File: src/rtl/tank_irrigation_ctrl.sv
// Irrigation tank controller: debounces the H/M/L level sensors, decodes a level
// code and sequences the inlet and irrigation valves, flagging bad readings and stuck fills.
module tank_irrigation_ctrl #(
  parameter int DEB_CYCLES   = 4,
  parameter int IRR_TIME     = 16,
  parameter int FILL_TIMEOUT = 64,
  parameter int TW           = 8
) (
  input  logic       clk,
  input  logic       rst,
  input  logic       H,
  input  logic       M,
  input  logic       L,
  input  logic       irr_req,
  input  logic       err_clr,
  output logic       valve_in,
  output logic       valve_out,
  output logic [1:0] level,
  output logic       busy,
  output logic       err
);

  localparam int DW = (DEB_CYCLES > 1) ? $clog2(DEB_CYCLES) : 1;
  localparam logic [DW-1:0] DEB_LAST  = DW'(DEB_CYCLES - 1);
  localparam logic [TW-1:0] IRR_LOAD  = TW'(IRR_TIME - 1);
  localparam logic [TW-1:0] FILL_LAST = TW'(FILL_TIMEOUT - 1);

  typedef enum logic [1:0] {
    S_IDLE  = 2'd0,
    S_FILL  = 2'd1,
    S_IRRIG = 2'd2,
    S_ERROR = 2'd3
  } state_t;

  state_t          state_q, state_d;
  logic [2:0]      sync_q;
  logic [2:0]      deb_q;
  logic [DW-1:0]   deb_cnt [3];
  logic [DW-1:0]   dv_cnt;
  logic            dvalid;
  logic [1:0]      level_cur;
  logic [1:0]      level_hold;
  logic            invalid;
  logic            level_up;
  logic [TW-1:0]   fill_cnt;
  logic [TW-1:0]   irr_timer;

  // Synchroniser keeps sampling through reset so debounce starts from live sensor data.
  always_ff @(posedge clk) begin
    sync_q <= {H, M, L};
  end

  always_ff @(posedge clk) begin
    if (rst) begin
      deb_q <= '0;
      for (int i = 0; i < 3; i++) deb_cnt[i] <= '0;
    end else begin
      for (int i = 0; i < 3; i++) begin
        if (sync_q[i] == deb_q[i]) begin
          deb_cnt[i] <= '0;
        end else if (deb_cnt[i] == DEB_LAST) begin
          deb_q[i]   <= sync_q[i];
          deb_cnt[i] <= '0;
        end else begin
          deb_cnt[i] <= deb_cnt[i] + DW'(1);
        end
      end
    end
  end

  always_ff @(posedge clk) begin
    if (rst) begin
      dv_cnt <= '0;
      dvalid <= 1'b0;
    end else if (!dvalid) begin
      if (dv_cnt == DEB_LAST) dvalid <= 1'b1;
      else                    dv_cnt <= dv_cnt + DW'(1);
    end
  end

  // Thermometer decode; non-thermometer patterns keep the last good level.
  always_comb begin
    invalid   = 1'b0;
    level_cur = level_hold;
    case (deb_q)
      3'b000:  level_cur = 2'd0;
      3'b001:  level_cur = 2'd1;
      3'b011:  level_cur = 2'd2;
      3'b111:  level_cur = 2'd3;
      default: invalid   = 1'b1;
    endcase
  end

  assign level    = level_cur;
  assign level_up = (level_cur > level_hold);

  always_comb begin
    state_d = state_q;
    case (state_q)
      S_IDLE: begin
        if (dvalid) begin
          if (invalid)                 state_d = S_ERROR;
          else if (level_cur <= 2'd1)  state_d = S_FILL;
          else if (irr_req)            state_d = S_IRRIG;
        end
      end
      S_FILL: begin
        if (invalid)                   state_d = S_ERROR;
        else if (level_cur == 2'd3)    state_d = S_IDLE;
        else if (fill_cnt == FILL_LAST) state_d = S_ERROR;
      end
      S_IRRIG: begin
        if (invalid)                   state_d = S_ERROR;
        else if (level_cur <= 2'd1)    state_d = S_IDLE;
        else if (irr_timer == '0)      state_d = S_IDLE;
      end
      S_ERROR: begin
        if (err_clr && !invalid)       state_d = S_IDLE;
      end
      default: state_d = S_IDLE;
    endcase
  end

  // The fill watchdog restarts whenever the water climbs a step.
  always_ff @(posedge clk) begin
    if (rst) begin
      state_q    <= S_IDLE;
      level_hold <= 2'd0;
      fill_cnt   <= '0;
      irr_timer  <= '0;
    end else begin
      state_q    <= state_d;
      level_hold <= level_cur;
      if (state_d == S_FILL && state_q != S_FILL) fill_cnt <= '0;
      else if (state_q == S_FILL)                 fill_cnt <= level_up ? '0 : fill_cnt + TW'(1);
      if (state_d == S_IRRIG && state_q != S_IRRIG)     irr_timer <= IRR_LOAD;
      else if (state_q == S_IRRIG && irr_timer != '0)   irr_timer <= irr_timer - TW'(1);
    end
  end

  assign valve_in  = (state_q == S_FILL);
  assign valve_out = (state_q == S_IRRIG);
  assign busy      = (state_q == S_FILL) || (state_q == S_IRRIG);
  assign err       = (state_q == S_ERROR);

endmodule

File: config.mk
export PLATFORM = sky130hd
export DESIGN_NAME = tank_irrigation_ctrl
export DESIGN_NICKNAME = d
export VERILOG_FILES = /design/src/rtl/tank_irrigation_ctrl.sv
export SDC_FILE = /design/constraint.sdc
export NUM_CORES = 1
export LEC_CHECK = 0
export CORE_MARGIN = 4
export CORE_UTILIZATION = 58
export CTS_BUF_LIST = sky130_fd_sc_hd__clkbuf_4
export DETAILED_ROUTE_END_ITERATION = 8
export GPL_TIMING_DRIVEN = 1
export PLACE_DENSITY = 0.83
export SLEW_MARGIN = 20
export SYNTH_ARGS = -nofsm -noshare
export SYNTH_HDL_FRONTEND = slang
export SYNTH_SLANG_ARGS = --single-unit
File: constraint.sdc
create_clock -name clk -period 2.46 [get_ports clk]
set_clock_uncertainty 0.15 [all_clocks]
set_input_delay 0.492 -clock clk [delete_from_list [all_inputs] [get_ports clk]]
set_output_delay 0.492 -clock clk [all_outputs]
set_load 0.02 [all_outputs]
==> results of run 1 <==
[worst paths after layout]
kind / start / end / slack (ns) / depth (start not counted)
setup / recovery: deb_q[1]$_SDFFE_PP0P_ / level[1] / 0.14 / 3
hold / removal: dv_cnt[1]$_SDFFE_PP0P_ / dv_cnt[1]$_SDFFE_PP0P_ / 0.34 / 2
setup reg to reg: irr_timer[0]$_SDFFE_PP0P_ / fill_cnt[1]$_SDFFE_PP0P_ / 0.17 / 8
hold reg to reg: dv_cnt[1]$_SDFFE_PP0P_ / dv_cnt[1]$_SDFFE_PP0P_ / 0.34 / 2
[report_power, final]
group | total (µW) | leakage [µW] | switching, µW | internal, µW
clock network | 296 | 0.0000307 | 179 | 117
logic | 784 | 0.000548 | 453 | 332
registers | 741 | 0.000300 | 78.3 | 663
[state kept, by name (all words and copies together) (netlist names)]
signal      flops
deb_cnt         6
sync_q          3
level_hold      2
fill_cnt        8
deb_q           3
state_q         2
dvalid          1
dv_cnt          2
irr_timer       8
[cells by family (layout without fill, tap and decap cells)]
| logic type | count (synthesis) | after routing | share of synthesized area |
|---|---|---|---|
| and+or+nand+nor | 67 | 67 | 0.182 |
| AOI/OAI and AO/OA | 55 | 55 | 0.215 |
| DFF | 35 | 35 | 0.395 |
| buffers and inverters | 22 | 43 | 0.0584 |
| adders and majority gates | 12 | 12 | 0.0779 |
| xor gates and xnor gates | 12 | 12 | 0.0545 |
| muxes | 3 | 3 | 0.0156 |
| other | 1 | 6 | 0.00194 |
[cell type report]
class	count	area, µm²	share of cell area
clock buffers	6	45.0	0.0204
clock inverters	2	7.51	0.00339
inverters	15	56.3	0.0255
multi-input cells	155	1100	0.497
flip-flops and latches	35	764	0.346
well taps	44	55.1	0.0249
repair buffers	20	184	0.0831
[synthesized netlist by cell type (all sizes together), types with 2 or more instances]
cell	count
nand4	2
a32o	2
o31ai	6
nor2b	2
dfxtp	29
nor3b	2
xnor2	9
o31a	3
edfxtp	6
buf	5
a21oi	15
nor2	22
a211oi	5
a221oi	2
ha	12
o21ai	9
and2	2
nand2	14
clkbuf	2
or3	4
nor4	4
mux2i	3
nand3b	2
xor2	3
inv	15
nand3	3
nor3	5
[worst register-to-register path, cell delays in order (launching register included)]
cell                        delay [ns]
sky130_fd_sc_hd__dfxtp_1          0.35
sky130_fd_sc_hd__inv_1            0.07
sky130_fd_sc_hd__ha_1             0.23
sky130_fd_sc_hd__nor3b_2          0.20
sky130_fd_sc_hd__a2111oi_4        0.39
sky130_fd_sc_hd__a22o_1           0.27
sky130_fd_sc_hd__o31ai_4          0.08
sky130_fd_sc_hd__buf_4            0.20
sky130_fd_sc_hd__a221oi_2         0.26
[per-layer routing]
metal  part of all wire  wire length [µm]  up-vias
met3              0.022                79        7
li1                   -                 -      797
met2               0.45              1580       20
met1               0.51              1810      688
met5                  0                 0        -
met4              0.014                51        0
[stage by stage]
| step | std cells | instance area (µm²) | worst slack, ns | hold WS [ns] |
|---|---|---|---|---|
| 4_1_cts | 277 | 2180 | 0.0525 | 0.344 |
| 2_1_floorplan | 212 | 1950 | 0.167 | 0.307 |
| 3_3_place_gp | 269 | 2130 | 0.206 | 0.327 |
| 3_5_place_dp | 269 | 2130 | 0.138 | 0.327 |
| 5_1_grt | 277 | 2210 | 0.0366 | 0.394 |
| 6_report | 277 | 2210 | 0.145 | 0.341 |
==> results by stage, run 1 <==
Status:
- The run finished with clean final reports.

Worst hold path:
- The class of the most critical hold timing path is reg2reg.

Global routing:
- The highest-utilization routing layer at the global route stage is met2.
- For this run, global-route usage on met2 was measured as 0.278.
- For this run, global-route usage on met1 was measured as 0.247.
- The total congestion overflow is 0.
- Across every metal layer, demand over resource in global routing totals 0.183.
- The number of global-route vias before repair is 1419.
- The first global-routing pass estimated 6.06 mm of wire.
- The pin count of the biggest net entering global routing is 15.
- For this run, global-route usage on met3 was measured as 0.0410.
- The initial antenna violation count was 0.

Worst setup path:
- The number of buffers and inverters on the critical path is 1.
- For the worst setup path, the data arrival time is roughly 1.7 ns.
- Broken down by cell family, the worst path's largest delay share belongs to buffers and inverters.
- The worst setup path is captured at an output pin.
- The critical path start-end classification is reg2out.
- Among all stages on the critical path, the largest delay is contributed by sky130_fd_sc_hd__clkdlybuf4s50_1.
- The highest cell delay on the worst timing path is 0.55 ns.
- The worst setup path is launched from a flop.
- Walking the worst path, the cells encountered are a21oi_1 > nor2_1 > clkdlybuf4s50_1.
- Of all nets on the critical path, the largest fanout is 9.
- The worst path required time is 1.82 ns.

Timing:
- The actual slew at the worst max-slew pin is 0.558 ns.
- Timing would allow up to 432 MHz.
- Dividing the final minimum period by the clock period gives 0.941.
- The final period demand of the worst path is 2.32 ns.
- The max-slew violation count is 0.
- The headroom to the max-slew limit is 0.627.
- The setup-violating endpoint count in the final report is 0.
- The total negative setup slack is 0 ns.
- Setup repair after global routing left no endpoint under its margin.
- The final-report hold violation count came to 0.

CTS:
- TritonCTS built the clock tree.
- The number of H-tree levels is 2.
- The clock drives 35 sinks.
- Clock-pin slew was measured on the worst setup and hold paths at 0.09 ns.
- The number of clock buffers inserted by TritonCTS is 5.
- The number of gates given a new drive strength after cts is 4.
- In this run, post-CTS hold repair placed 0 buffers.
- The post-CTS repair timing setup buffer count is 0.
- The tree is rooted in a sky130_fd_sc_hd__clkbuf_4.
- No sink is reached through more buffers than the 2 on the longest clock path.
- The clock insertion delay at the later pin of the skew report is 0.33 ns.

Final layout:
- From synthesis to final layout, the design area changed by 14.7%.
- The top cell types in the final layout, fill and taps aside, are sky130_fd_sc_hd__dfxtp_1, sky130_fd_sc_hd__nor2_1, sky130_fd_sc_hd__inv_1, sky130_fd_sc_hd__a21oi_1, sky130_fd_sc_hd__nand2_1.
- In the final layout, the share of cells above drive strength 1 is 0.129.
- The antenna diode instance count is 0.
- The most common cell after layout, fill and taps aside is sky130_fd_sc_hd__dfxtp_1.
- For this run, the post-layout net count is ~250.
- The final cell utilization of the core is 0.707.
- After filler insertion, the fill cell instance count of the layout stands at about 230.

Pwr:
- The analysis attributes to cell leakage a power of 0.000879 µW.
- The power density normalized to cell area is 823 nW/µm².
- IR analysis of the VDD net gives a maximum drop of 0.646 mV.
- The total design power is 1820 µW.

Drt:
- Once detail routing completed, the nets flagged for antenna violations numbered 0.
- The DRC violation count after routing is 0.
- After detailed routing, the number of vias per cell comes to between 5 and 6.
- The total length of routed wires is 3.53 mm.
- The first detailed-routing pass took 4 iterations.
- The via count is 1512.
- The wire length per cell is 12.7 µm.
- After the first detailed-routing iteration, the DRC count stood at 87.

Floorplanning:
- The die outline height is 65.7 µm.
- Pin placement for this block handled 13 I/O pins.
- The floorplan step defined a die boundary enclosing 4310 µm².
- The core region is 3130 µm².
- The floorplan row count is 20.
- In this run the horizontal extent of the chip is 65.7 µm.
- The initial core utilization is 0.616.

Yosys:
- The async set-or-reset flop fraction in the synthesized netlist is 0.
- For this run, the register share of the synthesized area comes to 0.395.
- The biggest area contributor in the post-synthesis netlist is sky130_fd_sc_hd__dfxtp_1.
- The share of synthesized area in the top cell type comes to 0.301.
- The synthesized design contains 35 register bits.
- Yosys mapped a number of flops with a built-in enable equal to 6.
- The leading register cell type out of synthesis is sky130_fd_sc_hd__dfxtp_1.
- The yosys synthesis warning count is 0.
- The count of unique library cells instantiated by Yosys is 54.
- The number of standard cells after synthesis is 207.
- A synthesized cell averages 9.31 µm².
- In the post-synthesis netlist, the biggest area contributors are sky130_fd_sc_hd__dfxtp_1, sky130_fd_sc_hd__edfxtp_1, sky130_fd_sc_hd__ha_1.
- The mapped netlist covers 1930 µm².

Placed design:
- The HPWL after detailed placement is 2.58 mm.
- The count of buffers added on input and output ports is 12.
- The global placer's final weighted congestion is just over 0.8.

Job:
- The tool flagged a number of max-cap violations equal to 0.
No activity file was read; power rests on OpenSTA's default activity.
==> run 2, diff against run 1 <==
CORE_UTILIZATION = 55   (was 58)
PLACE_DENSITY = 0.79   (was 0.83)
==> results by stage, run 2 (synthesis results as in run 1) <==
Pwr:
- The combinational fraction of design power is 0.420 (was 0.431).
- The switching part of the total power is 0.387 (was 0.390).
- The worst-case vdd ir drop is 0.643 mV (was 0.646 mV).
- The proportion of power drawn by the clock network is 0.170 (was 0.163).
- The net switching power is 696 µW (was 710 µW).
- The power density normalized to cell area is 820 nW/µm² (was 823 nW/µm²).
- The relative contribution of sequential cells to total power is 0.410 (was 0.407).
- The total internal power is 1100 µW (was 1110 µW).
- The leakage dissipation is 0.000877 µW (was 0.000879 µW).

Floorplanning:
- The floorplan row count was 21 (was 20).
- The die outline height is 67.2 µm (was 65.7 µm).
- The total core area came to 3360 µm² (was 3130 µm²).
- The die area is 4520 µm² (was 4310 µm²).
- The initial core utilization is 0.573 (was 0.616).
- The die width came to 67.2 µm (was 65.7 µm).
- The I/O pin count is 13 (unchanged).

CTS:
- The deepest clock path buffer count is 2 (unchanged).
- The clock tree root driver cell was sky130_fd_sc_hd__clkbuf_4 (unchanged).
- The number of H-tree levels is 2 (unchanged).
- The clock insertion delay at the later pin of the skew report is 0.34 ns (was 0.33 ns).
- The post-CTS repair timing setup buffer count is 0 (unchanged).
- The number of sinks driven by the clock tree is 35 (unchanged).
- The clock edge transition at the registers on the reported setup and hold paths is 0.10 ns (was 0.09 ns).
- The number of clock buffers inserted by TritonCTS is 5 (unchanged).
- The clock tree from TritonCTS is built (unchanged).
- The number of buffers inserted for hold repair after clock tree synthesis came to 0 (unchanged).

Job:
- The number of maximum-capacitance violations was 0 (unchanged).

Worst setup path:
- The highest cell delay on the worst timing path is 0.60 ns (was 0.55 ns).
- The critical-path maximum fanout is 6 (was 9).
- The start point of the critical path is state_q[0]$_SDFF_PP0_ (was deb_q[1]$_SDFFE_PP0P_).
- The critical path startpoint category is a flop (unchanged).
- The cell count of the worst reg-to-reg path came to 7 (was 8).
- The category of the worst setup path capture point is an output pin (unchanged).
- The setup slack of the worst register-to-register path was 0.18 ns (was 0.17 ns).
- The worst path required time is 1.82 ns (about the same).
- The data arrival time of the worst path is 1.67 ns (about the same).
- The master of the slowest instance on the critical path is sky130_fd_sc_hd__clkdlybuf4s50_1 (unchanged).
- The kind of cell adding the most delay to the critical path is buffers and inverters (unchanged).
- Critical path, cell by cell: inv_1 > ha_1 > buf_4 > clkdlybuf4s50_1 (was a21oi_1 > nor2_1 > clkdlybuf4s50_1).
- The critical path start-end classification is reg2out (unchanged).
- The beginning of the worst register-to-register path is irr_timer[0]$_SDFFE_PP0P_ (unchanged).
- The endpoint of the worst-slack reg-to-reg timing path is irr_timer[7]$_SDFFE_PP0P_ (was fill_cnt[1]$_SDFFE_PP0P_).
- The number of buffers and inverters on the critical path came to 3 (was 1).

Final layout:
- The antenna diode instance count is 0 (unchanged).
- The multi-input gate area in the final layout is 1080 µm² (was 1100 µm²).
- The share of cells above drive strength 1 is 0.129 (unchanged).
- The filler cell count in the final layout is 305 (was 225).
- The footprint of the flip-flops and latches is 764 µm² (unchanged).
- Biggest registers after layout: fill_cnt (8), irr_timer (8), deb_cnt (6) (unchanged).
- Most used cells in the layout excluding fill and tap cells: sky130_fd_sc_hd__dfxtp_1, sky130_fd_sc_hd__nor2_1, sky130_fd_sc_hd__inv_1, sky130_fd_sc_hd__a21oi_1, sky130_fd_sc_hd__nand2_1 (unchanged).
- The layout-stage area growth over the synthesis result is 13.7% (was 14.7%).
- The net count of the finished layout came to 251 (unchanged).
- The non-filler instance count after layout was 279 (was 277).
- The most common cell after layout, fill and taps aside is sky130_fd_sc_hd__dfxtp_1 (unchanged).

Placed design:
- The HPWL after detailed placement came to 2.77 mm (was 2.58 mm).
- The total of buffers placed on input and output ports is 12 (unchanged).
- The global placer's final weighted congestion is 0.843 (was 0.817).
- The cell count after placement is 271 (was 269).

Drt:
- The final antenna-violating net count came to 0 (unchanged).
- The total length of routed wires is 3.61 mm (was 3.53 mm).
- The average vias per placed instance is 5.46 (about the same).
- The number of violations reported at the end of detailed-routing iteration 0 is 68 (was 87).
- The detailed-routing iteration count for the pre-antenna-repair pass was 4 (unchanged).
- The DRC violation count after routing came to 0 (unchanged).
- The via count is 1524 (was 1512).
- The wire length per cell was 12.9 µm (was 12.7 µm).

Worst hold path:
- The class of the most critical hold timing path is reg2reg (unchanged).
- The startpoint of the most critical hold path is fill_cnt[1]$_SDFFE_PP0P_ (was dv_cnt[1]$_SDFFE_PP0P_).
- The end point of the most critical hold path was fill_cnt[1]$_SDFFE_PP0P_ (was dv_cnt[1]$_SDFFE_PP0P_).
- The instance count along the most critical hold path is 2 (unchanged).

Timing:
- The setup-violating endpoint count in the final report was 0 (unchanged).
- The maximum clock frequency was 433 MHz (was 432 MHz).
- The total negative setup slack was 0 ns (unchanged).
- The final-report hold violation count is 0 (unchanged).
- The final period demand of the worst path is 2.31 ns (was 2.32 ns).
- The max-slew violation count came to 0 (unchanged).
- Unrepaired setup endpoints after global routing: no (unchanged).
- The final period utilization is 0.938 (was 0.941).

Global routing:
- The wire length of the first global-routing pass is 6.11 mm (was 6.06 mm).
- The pin count of the biggest net entering global routing is 14 (was 15).
- The total congestion overflow is 0 (unchanged).
- The number of global-route vias before repair was 1336 (was 1419).
- The initial antenna violation count is 0 (unchanged).
- The total track usage came to 0.180 (was 0.183).

Status:
- Status: completed (unchanged).
## run 2: final cells by class
class | instances | area share
inverter | 15 | 0.0257
multi-input combinational | 155 | 0.491
clock buffer | 6 | 0.0205
tap | 46 | 0.0263
timing repair buffer | 20 | 0.0839
clock inverter | 2 | 0.00400
sequential | 35 | 0.349
## run 2: through the flow
| stage | util | power [µW] | setup slack, ns | hold WS [ns] | cell area [µm²] |
|---|---|---|---|---|---|
| 2_1_floorplan | - | 1330 | 0.167 | 0.307 | 1950 |
| 6_report | 0.652 | 1800 | 0.152 | 0.363 | 2190 |
| 5_1_grt | 0.652 | 1920 | 0.0136 | 0.404 | 2190 |
| 3_3_place_gp | 0.633 | 1480 | 0.214 | 0.319 | 2130 |
| 4_1_cts | 0.650 | 1810 | 0.0374 | 0.361 | 2190 |
| 3_5_place_dp | 0.633 | 1500 | 0.162 | 0.346 | 2130 |
## run 2: power groups by stage
stage / registers (µW) / logic, µW / clock network [µW]
final: 736 / 755 / 306
after global routing: 749 / 833 / 341
after CTS: 736 / 756 / 315
after detailed placement: 749 / 751 / 0
after global placement: 745 / 737 / 0
after floorplan: 731 / 595 / 0
## run 2: how the worst max path moves through the flow
stage	to	slack (ns)	depth (start not counted)
after floorplan	irr_timer[1]$_SDFFE_PP0P_	0.17	8
after global placement	level[0]	0.21	5
after detailed placement	fill_cnt[2]$_SDFFE_PP0P_	0.16	10
after CTS	level[1]	0.04	3
after global routing	level[1]	0.01	3
final	valve_out	0.15	4
## run 2: worst min-delay path: cells and delay by family (launching register included)
| family | cells | cell delay (ns) |
|---|---|---|
| flops | 1 | 0.34 |
| simple gates | 1 | 0.09 |
| compound gates | 1 | 0.05 |
## run 2: repair_timing
| item | 4_1_cts | 5_1_grt |
|---|---|---|
| pin swaps | 0 | 1 |
| gates resized for setup | 4 | 3 |
| endpoints found under the setup margin | 1 | 5 |
## run 2: metal layers
layer | wire length, µm | global-route usage
met5 | 0 | 0
met3 | 139 | 0.0549
met2 | 1600 | 0.285
met1 | 1830 | 0.240
met4 | 38 | 0.0456
==> run 3, diff against run 2 <==
CORE_MARGIN = 2   (was 4)
==> results by stage, run 3 (synthesis results as in run 1) <==
Status:
- Status: completed (unchanged).

Worst hold path:
- The class of the most critical hold timing path was reg2reg (unchanged).

Placed design:
- The total of buffers placed on input and output ports is 12 (unchanged).
- The HPWL after detailed placement is 2.71 mm (was 2.77 mm).
- The worst setup timing slack at the placement stage came to 0.170 ns (was 0.162 ns).
- The global placer's final weighted congestion was 0.884 (was 0.843).
- The cell count after placement is 271 (unchanged).

Worst setup path:
- Critical path, cell by cell: buf_4 > inv_1 > ha_1 > clkdlybuf4s50_1 (was inv_1 > ha_1 > buf_4 > clkdlybuf4s50_1).
- The critical path startpoint category is a flop (unchanged).
- The worst path required time is 1.82 ns (about the same).
- The data arrival time of the worst path is 1.75 ns (was 1.67 ns).
- The kind of cell adding the most delay to the critical path is buffers and inverters (unchanged).
- The master of the slowest instance on the critical path is sky130_fd_sc_hd__clkdlybuf4s50_1 (unchanged).
- The setup slack of the worst register-to-register path was 0.14 ns (was 0.18 ns).
- The critical path start-end classification is reg2out (unchanged).
- The highest cell delay on the worst timing path was 0.59 ns (was 0.60 ns).
- The category of the worst setup path capture point was an output pin (unchanged).
- The critical-path maximum fanout came to 6 (unchanged).
- The number of buffers and inverters on the critical path was 3 (unchanged).

Final layout:
- Biggest registers after layout: fill_cnt (8), irr_timer (8), deb_cnt (6) (unchanged).
- The most common cell after layout, fill and taps aside is sky130_fd_sc_hd__dfxtp_1 (unchanged).
- The footprint of the flip-flops and latches is 764 µm² (unchanged).
- The filler cell count in the final layout is 306 (was 305).
- Most used cells in the layout excluding fill and tap cells: sky130_fd_sc_hd__dfxtp_1, sky130_fd_sc_hd__nor2_1, sky130_fd_sc_hd__inv_1 (was sky130_fd_sc_hd__dfxtp_1, sky130_fd_sc_hd__nor2_1, sky130_fd_sc_hd__inv_1, sky130_fd_sc_hd__a21oi_1, sky130_fd_sc_hd__nand2_1).
- The layout-stage area growth over the synthesis result is 14.0% (was 13.7%).
- The antenna diode instance count is 0 (unchanged).
- The multi-input gate area in the final layout is 1090 µm² (was 1080 µm²).
- The net count of the finished layout is 251 (unchanged).
- The non-filler instance count after layout came to 279 (unchanged).
- The share of cells above drive strength 1 is 0.137 (was 0.129).

CTS:
- The clock insertion delay at the later pin of the skew report is 0.35 ns (was 0.34 ns).
- The post-CTS repair timing setup buffer count is 0 (unchanged).
- The clock tree root driver cell was sky130_fd_sc_hd__clkbuf_4 (unchanged).
- The number of buffers inserted for hold repair after clock tree synthesis is 0 (unchanged).
- The number of sinks driven by the clock tree is 35 (unchanged).
- The number of H-tree levels is 2 (unchanged).
- The deepest clock path buffer count is 2 (unchanged).
- The clock edge transition at the registers on the reported setup and hold paths is 0.10 ns (about the same).
- The clock tree from TritonCTS was built (unchanged).
- The number of clock buffers inserted by TritonCTS was 5 (unchanged).

Drt:
- The number of violations reported at the end of detailed-routing iteration 0 is 81 (was 68).
- The final antenna-violating net count was 0 (unchanged).
- The average vias per placed instance is 5.53 (was 5.46).
- The wire length per cell is 13.0 µm (was 12.9 µm).
- The total length of routed wires is 3.64 mm (was 3.61 mm).
- The DRC violation count after routing came to 0 (unchanged).
- The detailed-routing iteration count for the pre-antenna-repair pass was 4 (unchanged).
- The via count is 1542 (was 1524).

Timing:
- The final-report hold violation count is 0 (unchanged).
- The final period utilization is 0.974 (was 0.938).
- Unrepaired setup endpoints after global routing: yes (was no).
- The final period demand of the worst path was 2.40 ns (was 2.31 ns).
- The least setup slack across all paths after layout is 0.0639 ns (was 0.152 ns).
- The maximum clock frequency is 417 MHz (was 433 MHz).
- The setup-violating endpoint count in the final report is 0 (unchanged).
- The max-slew violation count is 0 (unchanged).
- The actual slew at the worst max-slew pin is 0.497 ns.
- Measured against its own limit, the worst slew margin works out to 0.665.

Job:
- The number of maximum-capacitance violations is 0 (unchanged).

Floorplanning:
- The I/O pin count is 13 (unchanged).
- The total core area is 3360 µm² (unchanged).
- The die area is 4000 µm² (was 4520 µm²).
- The die outline height is 63.2 µm (was 67.2 µm).
- The initial core utilization is 0.573 (unchanged).
- The floorplan row count is 21 (unchanged).
- The die width is 63.2 µm (was 67.2 µm).

Global routing:
- The wire length of the first global-routing pass is 6.31 mm (was 6.11 mm).
- The initial antenna violation count is 0 (unchanged).
- The total track usage came to 0.204 (was 0.180).
- The number of global-route vias before repair was 1394 (was 1336).
- The pin count of the biggest net entering global routing is 14 (unchanged).
- The total congestion overflow came to 0 (unchanged).

Pwr:
- The leakage dissipation was 0.000847 µW (was 0.000877 µW).
- The worst-case vdd ir drop is 0.829 mV (was 0.643 mV).
- The total design power came to 1800 µW (about the same).
- The power density normalized to cell area is 819 nW/µm² (was 820 nW/µm²).
-- run 3: cell count changes in the layout (fill, tap and decap cells not counted) --
cell                              delta
sky130_fd_sc_hd__nor4bb_2            +1
sky130_fd_sc_hd__nor4bb_1            -1
sky130_fd_sc_hd__a21oi_2             +1
sky130_fd_sc_hd__clkinv_1            +1
sky130_fd_sc_hd__clkinv_2            -1
sky130_fd_sc_hd__nor2_2              +1
sky130_fd_sc_hd__clkdlybuf4s50_1     +2
sky130_fd_sc_hd__a21oi_1             -1
sky130_fd_sc_hd__dlymetal6s2s_1      -2
sky130_fd_sc_hd__nor2_1              -1
-- run 3: final cells by class --
| type | instances | area share |
|---|---|---|
| inverters | 15 | 0.0256 |
| flip-flops and latches | 35 | 0.348 |
| repair buffers | 20 | 0.0814 |
| clock inverters | 2 | 0.00341 |
| well taps | 46 | 0.0262 |
| multi-input cells | 155 | 0.495 |
| clock buffers | 6 | 0.0205 |
-- run 3: timing repair --
action,in CTS,in global routing
pin swaps,0,0
endpoints found under the setup margin,1,6
resized for setup,4,4
endpoints found under the hold margin,0,0
-- run 3: routing by layer --
layer  global-route usage  part of all wire  vias to the layer above
met5                    0                 0                        -
met3               0.0464             0.056                        8
li1                     -                 -                      794
met4                0.114             0.018                        0
met1                0.277              0.48                      713
met2                0.301              0.44                       27
-- run 3: final timing paths --
check	from	endpoint	depth (start not counted)
worst max-delay path	state_q[1]$_SDFF_PP0_	busy	4
worst min-delay path	dv_cnt[1]$_SDFFE_PP0P_	dv_cnt[1]$_SDFFE_PP0P_	2
worst max register to register	irr_timer[0]$_SDFFE_PP0P_	fill_cnt[1]$_SDFFE_PP0P_	8
worst min register to register	dv_cnt[1]$_SDFFE_PP0P_	dv_cnt[1]$_SDFFE_PP0P_	2
-- run 3: worst min-delay path: cells and delay by family, from the launching register on --
family / cells / cell delay (ns)
DFF: 1 / 0.33
AOI/OAI and AO/OA: 2 / 0.14
-- run 3: power breakdown --
group | switching (µW) | internal, µW | total, µW
sequential | 74.6 | 663 | 738
combinational | 435 | 324 | 759
clock | 188 | 117 | 305
-- run 3: metrics by stage --
step	setup TNS, ns	area (µm²)	hold WS, ns	utilization
6_report	0	2200	0.352	0.654
5_1_grt	-0.0439	2200	0.397	0.654
4_1_cts	0	2180	0.360	0.650
3_5_place_dp	0	2130	0.345	0.633
3_3_place_gp	0	2130	0.317	0.633
2_1_floorplan	0	1950	0.307	-
